### src/rtl/operand_fetch_wb.sv
// operand_fetch_wb
//  Initiator side of the RegisterFile port set. Takes one micro-op (rd, rs1, rs2, wb)
//  at a time. It reads both source registers and hands the operands to the ALU over
//  valid/ready. It then waits for the ALU result and, when wb=1, writes that result
//  back to the RegisterFile for exactly one cycle.
//
//  Ports
//   clk, rst                    rising-edge clock, synchronous active-high reset
//   uop_valid/uop_ready         decoder handshake; uop_rd/rs1/rs2/wb = micro-op fields
//   rd_addr1/2, rd_data1/2      RegisterFile read ports (combinational read)
//   write_en, wr_addr, wr_data  RegisterFile write port (write on rising edge)
//   op_valid/op_ready, op_a/b   operand handshake to the ALU
//   res_valid, res_data         ALU result (single-cycle pulse)
//   busy                        high whenever the FSM is not IDLE
//
//  Configuration macro: BYPASS_EN
//   When defined, the FETCH state is removed. Operands are read combinationally from
//   uop_rs1/uop_rs2 and captured on the accept edge. A new micro-op can also be
//   accepted during WB; a source that matches the register being written takes
//   wr_data, which forwards the same-edge write.

module operand_fetch_wb #(
  parameter int DATA_W = 8,
  parameter int ADDR_W = 3
) (
  input  logic              clk,
  input  logic              rst,
  input  logic              uop_valid,
  output logic              uop_ready,
  input  logic [ADDR_W-1:0] uop_rd,
  input  logic [ADDR_W-1:0] uop_rs1,
  input  logic [ADDR_W-1:0] uop_rs2,
  input  logic              uop_wb,
  output logic [ADDR_W-1:0] rd_addr1,
  output logic [ADDR_W-1:0] rd_addr2,
  input  logic [DATA_W-1:0] rd_data1,
  input  logic [DATA_W-1:0] rd_data2,
  output logic              write_en,
  output logic [ADDR_W-1:0] wr_addr,
  output logic [DATA_W-1:0] wr_data,
  output logic              op_valid,
  input  logic              op_ready,
  output logic [DATA_W-1:0] op_a,
  output logic [DATA_W-1:0] op_b,
  input  logic              res_valid,
  input  logic [DATA_W-1:0] res_data,
  output logic              busy
);

  typedef enum logic [2:0] {
    IDLE  = 3'd0,
    FETCH = 3'd1,
    ISSUE = 3'd2,
    WAIT  = 3'd3,
    WB    = 3'd4
  } state_t;

  state_t            state_q, state_d;
  logic [ADDR_W-1:0] rd_q, rd_d;
  logic              wb_q, wb_d;
  // The read-address registers also hold the latched rs1/rs2 of the current micro-op.
  logic [ADDR_W-1:0] rd_addr1_q, rd_addr1_d;
  logic [ADDR_W-1:0] rd_addr2_q, rd_addr2_d;
  logic [DATA_W-1:0] op_a_q, op_a_d;
  logic [DATA_W-1:0] op_b_q, op_b_d;
  logic [ADDR_W-1:0] wr_addr_q, wr_addr_d;
  logic [DATA_W-1:0] wr_data_q, wr_data_d;

  always_ff @(posedge clk) begin
    if (rst) begin
      state_q    <= IDLE;
      rd_q       <= '0;
      wb_q       <= 1'b0;
      rd_addr1_q <= '0;
      rd_addr2_q <= '0;
      op_a_q     <= '0;
      op_b_q     <= '0;
      wr_addr_q  <= '0;
      wr_data_q  <= '0;
    end else begin
      state_q    <= state_d;
      rd_q       <= rd_d;
      wb_q       <= wb_d;
      rd_addr1_q <= rd_addr1_d;
      rd_addr2_q <= rd_addr2_d;
      op_a_q     <= op_a_d;
      op_b_q     <= op_b_d;
      wr_addr_q  <= wr_addr_d;
      wr_data_q  <= wr_data_d;
    end
  end

  always_comb begin
    state_d    = state_q;
    rd_d       = rd_q;
    wb_d       = wb_q;
    rd_addr1_d = rd_addr1_q;
    rd_addr2_d = rd_addr2_q;
    op_a_d     = op_a_q;
    op_b_d     = op_b_q;
    wr_addr_d  = wr_addr_q;
    wr_data_d  = wr_data_q;

    case (state_q)
      IDLE: begin
        if (uop_valid) begin
          rd_d       = uop_rd;
          wb_d       = uop_wb;
          rd_addr1_d = uop_rs1;
          rd_addr2_d = uop_rs2;
`ifdef BYPASS_EN
          op_a_d     = rd_data1;
          op_b_d     = rd_data2;
          state_d    = ISSUE;
`else
          state_d    = FETCH;
`endif
        end
      end
      FETCH: begin
        op_a_d  = rd_data1;
        op_b_d  = rd_data2;
        state_d = ISSUE;
      end
      ISSUE: begin
        if (op_ready) begin
          if (res_valid) begin
            // Result arrived on the handshake cycle, so WAIT is skipped.
            if (wb_q) begin
              wr_addr_d = rd_q;
              wr_data_d = res_data;
              state_d   = WB;
            end else begin
              state_d   = IDLE;
            end
          end else begin
            state_d = WAIT;
          end
        end
      end
      WAIT: begin
        if (res_valid) begin
          // wr_addr/wr_data change only when a write follows, so they hold otherwise.
          if (wb_q) begin
            wr_addr_d = rd_q;
            wr_data_d = res_data;
            state_d   = WB;
          end else begin
            state_d   = IDLE;
          end
        end
      end
      WB: begin
        state_d = IDLE;
`ifdef BYPASS_EN
        if (uop_valid) begin
          rd_d       = uop_rd;
          wb_d       = uop_wb;
          rd_addr1_d = uop_rs1;
          rd_addr2_d = uop_rs2;
          // The RegisterFile write lands on this same edge, so a matching source
          // would read stale data. Forward wr_data instead.
          op_a_d     = (uop_rs1 == wr_addr_q) ? wr_data_q : rd_data1;
          op_b_d     = (uop_rs2 == wr_addr_q) ? wr_data_q : rd_data2;
          state_d    = ISSUE;
        end
`endif
      end
      default: state_d = IDLE;
    endcase
  end

`ifdef BYPASS_EN
  assign uop_ready = (state_q == IDLE) || (state_q == WB);
  assign rd_addr1  = uop_ready ? uop_rs1 : rd_addr1_q;
  assign rd_addr2  = uop_ready ? uop_rs2 : rd_addr2_q;
`else
  assign uop_ready = (state_q == IDLE);
  assign rd_addr1  = rd_addr1_q;
  assign rd_addr2  = rd_addr2_q;
`endif

  assign op_valid = (state_q == ISSUE);
  assign write_en = (state_q == WB);
  assign busy     = (state_q != IDLE);
  assign op_a     = op_a_q;
  assign op_b     = op_b_q;
  assign wr_addr  = wr_addr_q;
  assign wr_data  = wr_data_q;

endmodule
### config.mk
export PLATFORM = sky130hd
export DESIGN_NAME = operand_fetch_wb
export DESIGN_NICKNAME = d
export VERILOG_FILES = /design/src/rtl/operand_fetch_wb.sv
export SDC_FILE = /design/constraint.sdc
export NUM_CORES = 1
export LEC_CHECK = 0
export CORE_MARGIN = 4
export CORE_UTILIZATION = 40
export DETAILED_ROUTE_END_ITERATION = 8
export GPL_ROUTABILITY_DRIVEN = 0
export PLACE_DENSITY = 0.84
export SYNTH_ARGS = -nofsm -noshare
export SYNTH_HDL_FRONTEND = slang
export SYNTH_SLANG_ARGS = --single-unit
### constraint.sdc
create_clock -name clk -period 2.2 [get_ports clk]
set_clock_uncertainty 0.15 [all_clocks]
set_input_delay 0.44 -clock clk [delete_from_list [all_inputs] [get_ports clk]]
set_output_delay 0.44 -clock clk [all_outputs]
set_load 0.01 [all_outputs]
[Word level (Yosys, flattened, before mapping)]
Cells that the tools add are included.
Storage, ports and cells
  output and inout port bits: 37
  bits in registers: 40
Cells by class
  mux-type cells: 14
  reduce and logical (&&, ||, !) cells: 6
  equality and inequality tests: 7
Operators by type and width (count)
  3-bit 2-to-1 mux: 8
  8-bit 2-to-1 mux: 3
  8-bit case mux with 2 select lines: 1
  3-bit case mux with 4 select lines: 1
  3-bit by 2-bit equality test with 1-bit output, second input constant: 2
  3-bit case mux with 2 select lines: 1
  2-bit inequality test, second input constant: 2
  2-bit AND reduction: 2
  3-bit by 1-bit equality test with 1-bit output, second input constant: 1
  3-bit equality test, second input constant: 1
  3-bit logical NOT: 1
  3-bit AND reduction: 1
  3-bit nonzero test: 1
  2-bit by 1-bit inequality test with 1-bit output, second input constant: 1
  2-bit nonzero test: 1

[Depth between registers and ports, before layout]
Gate-level depths: netlist (run 1).
  word-level depth: 4
  mapped depth: 6
  gate-level depth less buffers: 3

[Worst setup path after synthesis (run 1)]
OpenSTA, ideal clock, no wires.
  path kind: register to output
  from: reg state_q[1]
  to: out busy
  arrival: 957 ps
  slack: 653 ps
  required time: 1610 ps
  cell stages (with the launch flop): 4
  cell sequence: dfxtp_1 > buf_4 > nor3_1 > inv_1
On the way
  longest elaborated chain between the ends: 1
Ends and longest elaborated chain
  from (decl): line 58  | state_t state_q, state_d;
  from (signal assigned): line 81  | state_q <= state_d;
  3-bit nonzero test: line 185  | assign busy = (state_q != IDLE);
  to (decl): line 47  | output logic busy
Every way passes these cells.

[Worst setup path in the final report (run 1)]
  from: reg state_q[2]
  to: out op_valid
On the way
  longest elaborated chain between the ends: 1
Ends and longest elaborated chain
  3-bit by 2-bit equality test with 1-bit output: line 183  | assign op_valid = (state_q == ISSUE);
  to (decl): line 41  | output logic op_valid,
Every way passes these cells.

==> qor.txt, run 1 <==
======================================================================================
Synthesized Nets                                                                   222
Average via count per standard cell                                               4.72
Via count of the first global-routing pass                                        1383
Kind of end point of the critical path                                    primary output
Startpoint of the tightest hold check path                                op_b[1]$_SDFFE_PP0N_
Die width                                                                      71.6 µm
Static leakage                                                                0.865 nW
H-Tree Depth                                                                         2
First element of the critical path                                        state_q[2]$_SDFFE_PP0P_
Number of CTS-inserted buffers                                                       5
Antenna Nets Post-Route                                                              0
CTS max path bufs                                                                    2
Share of final-layout standard cells stronger than drive strength 1             0.0627
DRC                                                                                  0
Boundary pin count                                                                  76
Average size of a mapped cell                                                 8.84 µm²
Post-Synthesis Cells                                                               183
Final hold violation count                                                           0
Slew Limit Fails                                                                     0
Total chip power                                                               1.49 mW
Seq cells post-synth                                                                40
TritonCTS clock tree                                                              done
Final setup violation count                                                          0
Floorplan row count                                                                 22
Part of the cycle the worst path needs                                           0.931
Maximum fanout count along the critical path                                         4
Wire per inst                                                                  12.9 µm
Fmax achieved                                                                  488 MHz
Synth-to-Final Area Change                                                       52.4%
Number of DRC markers in iteration 0                                                72
Power per cell area                                                         603 nW/µm²
Clock latency on the worst-skew pair                                           0.29 ns
GRT Overall Usage                                                                0.154
Unrepaired setup endpoints after global routing                                     no
Clock-pin transition on the worst setup and hold timing paths                  0.07 ns
Relative slew slack                                                              0.589
Synthesized area                                                              1620 µm²
Die Y                                                                          71.6 µm
Outcome                                                                   finished, final reports clean
Starting Density                                                                 0.429
Warnings, synthesis                                                                  0
Instance count after placement with tap cells included                             298
Total global routing overflow                                                        0
Number of antenna violations at the first check in global routing                    0
Data required, critical path                                                   1.61 ns
Maximum number of pins on one net before global-route repair                        52
Root buf cell                                                             sky130_fd_sc_hd__clkbuf_8
Core occupancy in the finished layout                                            0.654
Detailed-routing iteration count for the pre-antenna-repair pass                     4
Final Hold Slack                                                              0.306 ns
Wire length after detailed routing                                             3900 µm
Transition at the pin with the smallest max-transition slack                  0.616 ns
Top library cells by usage in the layout, fill and taps aside             sky130_fd_sc_hd__clkdlybuf4s50_1 (75), sky130_fd_sc_hd__nand2_1 (52), sky130_fd_sc_hd__dfxtp_1 (39)
Total of max-cap violations                                                          0
Number of distinct standard cells referenced by the synthesized netlist             21
Post-synthesis sequential area ratio                                             0.495
Register area                                                                  802 µm²
CTS Hold Buffers Added                                                               0
Total negative slack for setup checks                                             0 ns
Die footprint                                                                 5130 µm²
Min-delay worst type                                                      flip-flop to flip-flop
Startpoint types                                                             flip-flop
Final critical delay including setup and external delays                       2.05 ns
Arrival @ worst endpoint                                                       1.46 ns
Input/output buffers                                                                75
Setup slack at placement                                                      0.279 ns
Final cell count without fillers                                                   303
Standard cell area after detailed placement                                   2390 µm²
Register-to-register setup slack                                               0.56 ns
Wire length of the first global-routing pass                                   6200 µm
Category of the critical setup timing path                                flip-flop to primary output
Worst path setup slack after routing                                          0.152 ns
Most common library cell in the layout ignoring fill and taps             sky130_fd_sc_hd__clkdlybuf4s50_1
Routed vias                                                                       1429
Total area of multi-input combinational cells                                  731 µm²
Peak supply drop                                                            0.000353 V
Number of sinks driven by the clock tree                                            40
Inserted Diodes                                                                      0
Final layout net count                                                             296
Core region area                                                              3770 µm²
Detailed placement HPWL                                                        2830 µm
Post-route design area                                                        2470 µm²
Final-layout fill cell count                                                       331
Launching point of the worst reg2reg path                                 state_q[2]$_SDFFE_PP0P_
======================================================================================
-- cell families (layout without fill, tap and decap cells) --
kind of cell,count (synthesis),in the layout,share of synthesized area
simple gates,87,87,0.278
mux,11,11,0.0681
flops,40,40,0.495
buf+inv,14,86,0.0565
compound gates,31,31,0.102
-- report_power, final --
group	total, mW	switching, mW	internal, mW
sequential	0.782	0.0234	0.758
combinational	0.275	0.111	0.163
clock	0.431	0.226	0.204
total	1.49	0.361	1.13
-- worst paths after layout --
check / to / cells past startpoint
worst max-delay path: op_valid / 3
worst min-delay path: op_b[1]$_SDFFE_PP0N_ / 2
worst max register to register: op_b[6]$_SDFFE_PP0N_ / 4
worst min register to register: op_b[1]$_SDFFE_PP0N_ / 2
-- layer usage --
metal  part of all wire  GRT usage
met1               0.43      0.170
met2               0.45      0.244
met3               0.11     0.0912
met4              0.011     0.0564
met5                  0          0
-- state kept, by name, summed over array words and instances (netlist names) --
register,cells
wb_q,1
op_a,8
wr_addr,3
rd_q,3
rd_addr1,3
wr_data,8
rd_addr2,3
op_b,8
state_q,3
-- critical path, stage by stage, from the launching register on --
cell and delay [ns]:
sky130_fd_sc_hd__dfxtp_1 0.34, sky130_fd_sc_hd__nand2b_1 0.17, sky130_fd_sc_hd__nor2_1 0.11, sky130_fd_sc_hd__clkdlybuf4s50_1 0.55
-- layout make-up --
type | count | area share
flip-flops and latches | 40 | 0.325
repair buffers | 80 | 0.325
multi-input cells | 129 | 0.296
clock buffers | 5 | 0.0279
well taps | 48 | 0.0244
inverters | 1 | 0.00152
-- synthesized netlist by cell type --
master                     count  area [µm²]
sky130_fd_sc_hd__or3b_1        1        8.76
sky130_fd_sc_hd__nor3_1        3        15.0
sky130_fd_sc_hd__nor3b_1       2        15.0
sky130_fd_sc_hd__or4b_4        1        13.8
sky130_fd_sc_hd__nor3b_4       1        18.8
sky130_fd_sc_hd__nor4b_1       1        8.76
sky130_fd_sc_hd__o21ba_2       1        10.0
sky130_fd_sc_hd__nand2_1      52         195
sky130_fd_sc_hd__a21oi_1      27         135
sky130_fd_sc_hd__inv_1         1        3.75
sky130_fd_sc_hd__nor4b_4       1        23.8
sky130_fd_sc_hd__mux2i_1      11         110
sky130_fd_sc_hd__o21ai_0       1        5.00
sky130_fd_sc_hd__nor2_1        2        7.51
sky130_fd_sc_hd__buf_4         4        30.0
sky130_fd_sc_hd__dfxtp_1      40         801
sky130_fd_sc_hd__buf_6         3        33.8
sky130_fd_sc_hd__nand2b_1     23         144
sky130_fd_sc_hd__buf_2         1        5.00
sky130_fd_sc_hd__o211ai_1      2        15.0
sky130_fd_sc_hd__clkbuf_1      5        18.8
-- timing repair --
action                                  4_1_cts  5_1_grt
gates resized for setup                       0        2
setup buffers                                 0        0
endpoints found under the setup margin        0        2
Power figures use the tool's default switching activity.
==> run 2: changes to the inputs <==
Settings changed: SKIP_LAST_GASP set to 1.
==> results of run 2 <==
The final DEF is identical to that of run 1; final timing and power are the same.
==> run 3: changes to the inputs <==
Settings changed: ABC_AREA set to 1, PLACE_DENSITY 0.84 to 0.85.
==> run 3 against run 2 <==
Sequential power grew 16%. Global-route usage grew 0.61 points. Design area is 0.66% lower. Clock power is 3% higher. Worst hold slack improved by 0.011 ns. Combinational power rose to 2.7 times the previous value. First-iteration DRC count is 13% lower. Critical endpoint is now write_en. Largest power group unchanged.
==> qor.txt, run 3 <==
=====================================================================================================
Wire length after detailed routing                                                            4070 µm
Part of the cycle the worst path needs                                                          0.972
Most frequent cell after synthesis                                                       sky130_fd_sc_hd__dfxtp_1
Post-synthesis cell type with the largest combined area                                  sky130_fd_sc_hd__dfxtp_1
Core region area                                                                             3770 µm²
Top cells by area in the synthesized netlist                                             sky130_fd_sc_hd__dfxtp_1 (50%), sky130_fd_sc_hd__nor2_1 (9.1%), sky130_fd_sc_hd__nand2_1 (6.1%)
Startpoint of the tightest hold check path                                               rd_addr1[1]$_SDFFE_PP0P_
Share of final-layout standard cells stronger than drive strength 1                             0.148
Final hold violation count                                                                          0
H-Tree Depth                                                                                        2
Wire per inst                                                                                 12.7 µm
Startpoint types                                                                            flip-flop
Post-synthesis sequential area ratio                                                            0.499
Final critical delay including setup and external delays                                      2.14 ns
Seq cells post-synth                                                                               40
GRT Overall Usage                                                                               0.160
Category of the critical setup timing path                                               flip-flop to primary output
Die width                                                                                     71.3 µm
Number of antenna violations at the first check in global routing                                   0
Clock-pin transition on the worst setup and hold timing paths                                 0.07 ns
Proportion of synthesized area in mux cells                                                         0
Number of CTS-inserted buffers                                                                      5
First element of the critical path                                                       state_q[2]$_SDFFE_PP0P_
Launching point of the worst reg2reg path                                                state_q[2]$_SDFFE_PP0P_
Total negative slack for setup checks                                                            0 ns
XOR/XNOR Fraction of Synth Area                                                                     0
Endpoint of the most critical setup path                                                     write_en
Average via count per standard cell                                                              4.90
Wire length of the first global-routing pass                                                  6590 µm
Floorplan row count                                                                                22
Final-layout fill cell count                                                                      341
Post-Synthesis Cells                                                                              195
Synthesized area                                                                             1600 µm²
Area share of the leading cell type in the synthesized netlist                                  0.499
Average size of a mapped cell                                                                8.23 µm²
Boundary pin count                                                                                 76
Post-synth EDFFs                                                                                    0
Most common library cell in the layout ignoring fill and taps                            sky130_fd_sc_hd__clkdlybuf4s50_1
Endpoint of the worst-slack reg-to-reg timing path                                       wr_data[5]$_SDFFE_PP0P_
Root buf cell                                                                            sky130_fd_sc_hd__clkbuf_8
Die Y                                                                                         71.3 µm
Kind of end point of the critical path                                                   primary output
Detailed-routing iteration count for the pre-antenna-repair pass                                    4
Arrival @ worst endpoint                                                                      1.55 ns
Synthesized-area fraction occupied by and/or/nand/nor cells                                     0.279
Input/output buffers                                                                               75
Final layout net count                                                                            310
Outcome                                                                                  finished, final reports clean
Synthesized Nets                                                                                  234
Top post-synthesis cells by count                                                        sky130_fd_sc_hd__dfxtp_1 (40), sky130_fd_sc_hd__nor2_1 (39), sky130_fd_sc_hd__nand2_1 (26)
CTS max path bufs                                                                                   2
Post-synth ARST share                                                                               0
Relative slew slack                                                                             0.711
Number of cells traversed by the worst register-to-register path                                    7
Total global routing overflow                                                                       0
Fmax achieved                                                                                 468 MHz
Compound-gate portion of the synthesized area                                                   0.148
Clock latency on the worst-skew pair                                                          0.28 ns
Die footprint                                                                                5090 µm²
Number of distinct standard cells referenced by the synthesized netlist                            21
Post-synthesis share of cell area spent on full adders, half adders and majority gates              0
Maximum fanout count along the critical path                                                        4
Inserted Diodes                                                                                     0
Transition at the pin with the smallest max-transition slack                                 0.432 ns
Top library cells by usage in the layout, fill and taps aside                            sky130_fd_sc_hd__clkdlybuf4s50_1 (74), sky130_fd_sc_hd__nor2_1 (39), sky130_fd_sc_hd__dfxtp_1 (39)
Dominant combinational cell family by area after synthesis                               simple AND/OR/NAND/NOR gates
Prevailing post-synth register cell                                                      sky130_fd_sc_hd__dfxtp_1
Final setup violation count                                                                         0
DRC                                                                                                 0
Register-to-register setup slack                                                              0.58 ns
Synth-to-Final Area Change                                                                      52.7%
Via count of the first global-routing pass                                                       1442
Peak supply drop                                                                           0.000610 V
Number of sinks driven by the clock tree                                                           40
Starting Density                                                                                0.425
Maximum number of pins on one net before global-route repair                                       23
CTS Hold Buffers Added                                                                              0
Min-delay worst type                                                                     flip-flop to flip-flop
Power per cell area                                                                        858 nW/µm²
Static leakage                                                                               0.898 nW
TritonCTS clock tree                                                                             done
Number of DRC markers in iteration 0                                                               63
Final Hold Slack                                                                             0.316 ns
Routed vias                                                                                      1562
Core occupancy in the finished layout                                                           0.650
Detailed placement HPWL                                                                       2980 µm
Antenna Nets Post-Route                                                                             0
Total of max-cap violations                                                                         0
Data required, critical path                                                                  1.61 ns
Warnings, synthesis                                                                                 0
Slew Limit Fails                                                                                    0
Unrepaired setup endpoints after global routing                                                   yes
=====================================================================================================
run 3: cell count changes after synthesis, sizes merged, moves of 11 or more:
cell	previous run	this run
mux2i	11	0
nand2	52	31
o21ai	1	17
nand2b	23	0
nand3	0	23
nor2	2	40
run 3: critical path: stages, from the launching register on:
cell                              delay, ns
sky130_fd_sc_hd__dfxtp_1               0.48
sky130_fd_sc_hd__inv_2                 0.07
sky130_fd_sc_hd__nor3_1                0.14
sky130_fd_sc_hd__clkdlybuf4s50_1       0.58
run 3: what timing repair did:
action	4_1_cts	5_1_grt
buffers inserted	0	0
endpoints found under the setup margin	0	2
gates resized for setup	0	3
run 3: logic make-up after synthesis:
family          Yosys count
flops                    40
compound gates           40
buf+inv                  19
simple gates             96
run 3: routing by layer:
layer / up-vias / wire length, µm / GRT usage
met1: 696 / 1680 / 0.192
li1: 788 / - / -
met5: - / 0 / 0
met2: 70 / 1920 / 0.257
met3: 8 / 414 / 0.0701
met4: 0 / 51 / 0.0501
run 3: worst min-delay path by stage:
stage	cells after the start	end	slack, ns
4_1_cts	2	rd_addr1[1]$_SDFFE_PP0P_	0.32
3_3_place_gp	2	rd_addr2[1]$_SDFFE_PP0P_	0.30
2_1_floorplan	2	wb_q$_SDFFE_PP0P_	0.29
3_5_place_dp	2	rd_addr1[1]$_SDFFE_PP0P_	0.31
6_report	2	rd_addr1[1]$_SDFFE_PP0P_	0.32
5_1_grt	2	wr_data[4]$_SDFFE_PP0P_	0.34
run 3: power by group:
part | internal, mW | leakage [nW] | switching, mW
clock | 0.215 | 0.0410 | 0.228
combinational | 0.376 | 0.530 | 0.376
sequential | 0.842 | 0.327 | 0.0656
total | 1.43 | 0.898 | 0.669
run 3: layout make-up:
type / instances / area (µm²) / share of cell area
sequential: 40 / 802 / 0.327
timing repair buffer: 79 / 783 / 0.320
multi-input combinational: 136 / 691 / 0.282
clock buffer: 6 / 72.6 / 0.0296
tap: 48 / 60.1 / 0.0245
inverter: 9 / 36.3 / 0.0148
clock inverter: 1 / 5.00 / 0.00204
run 3: per-stage QoR:
stage | std cells | power [mW] | area (µm²) | worst slack, ns
finish | 319 | 2.10 | 2450 | 0.0610
global route | 319 | 2.24 | 2450 | -0.0331
CTS | 319 | 2.13 | 2440 | 0.0434
detailed placement | 312 | 1.68 | 2360 | 0.255
global placement | 312 | 1.66 | 2360 | 0.271
floorplan | 195 | 1.34 | 1600 | 0.776
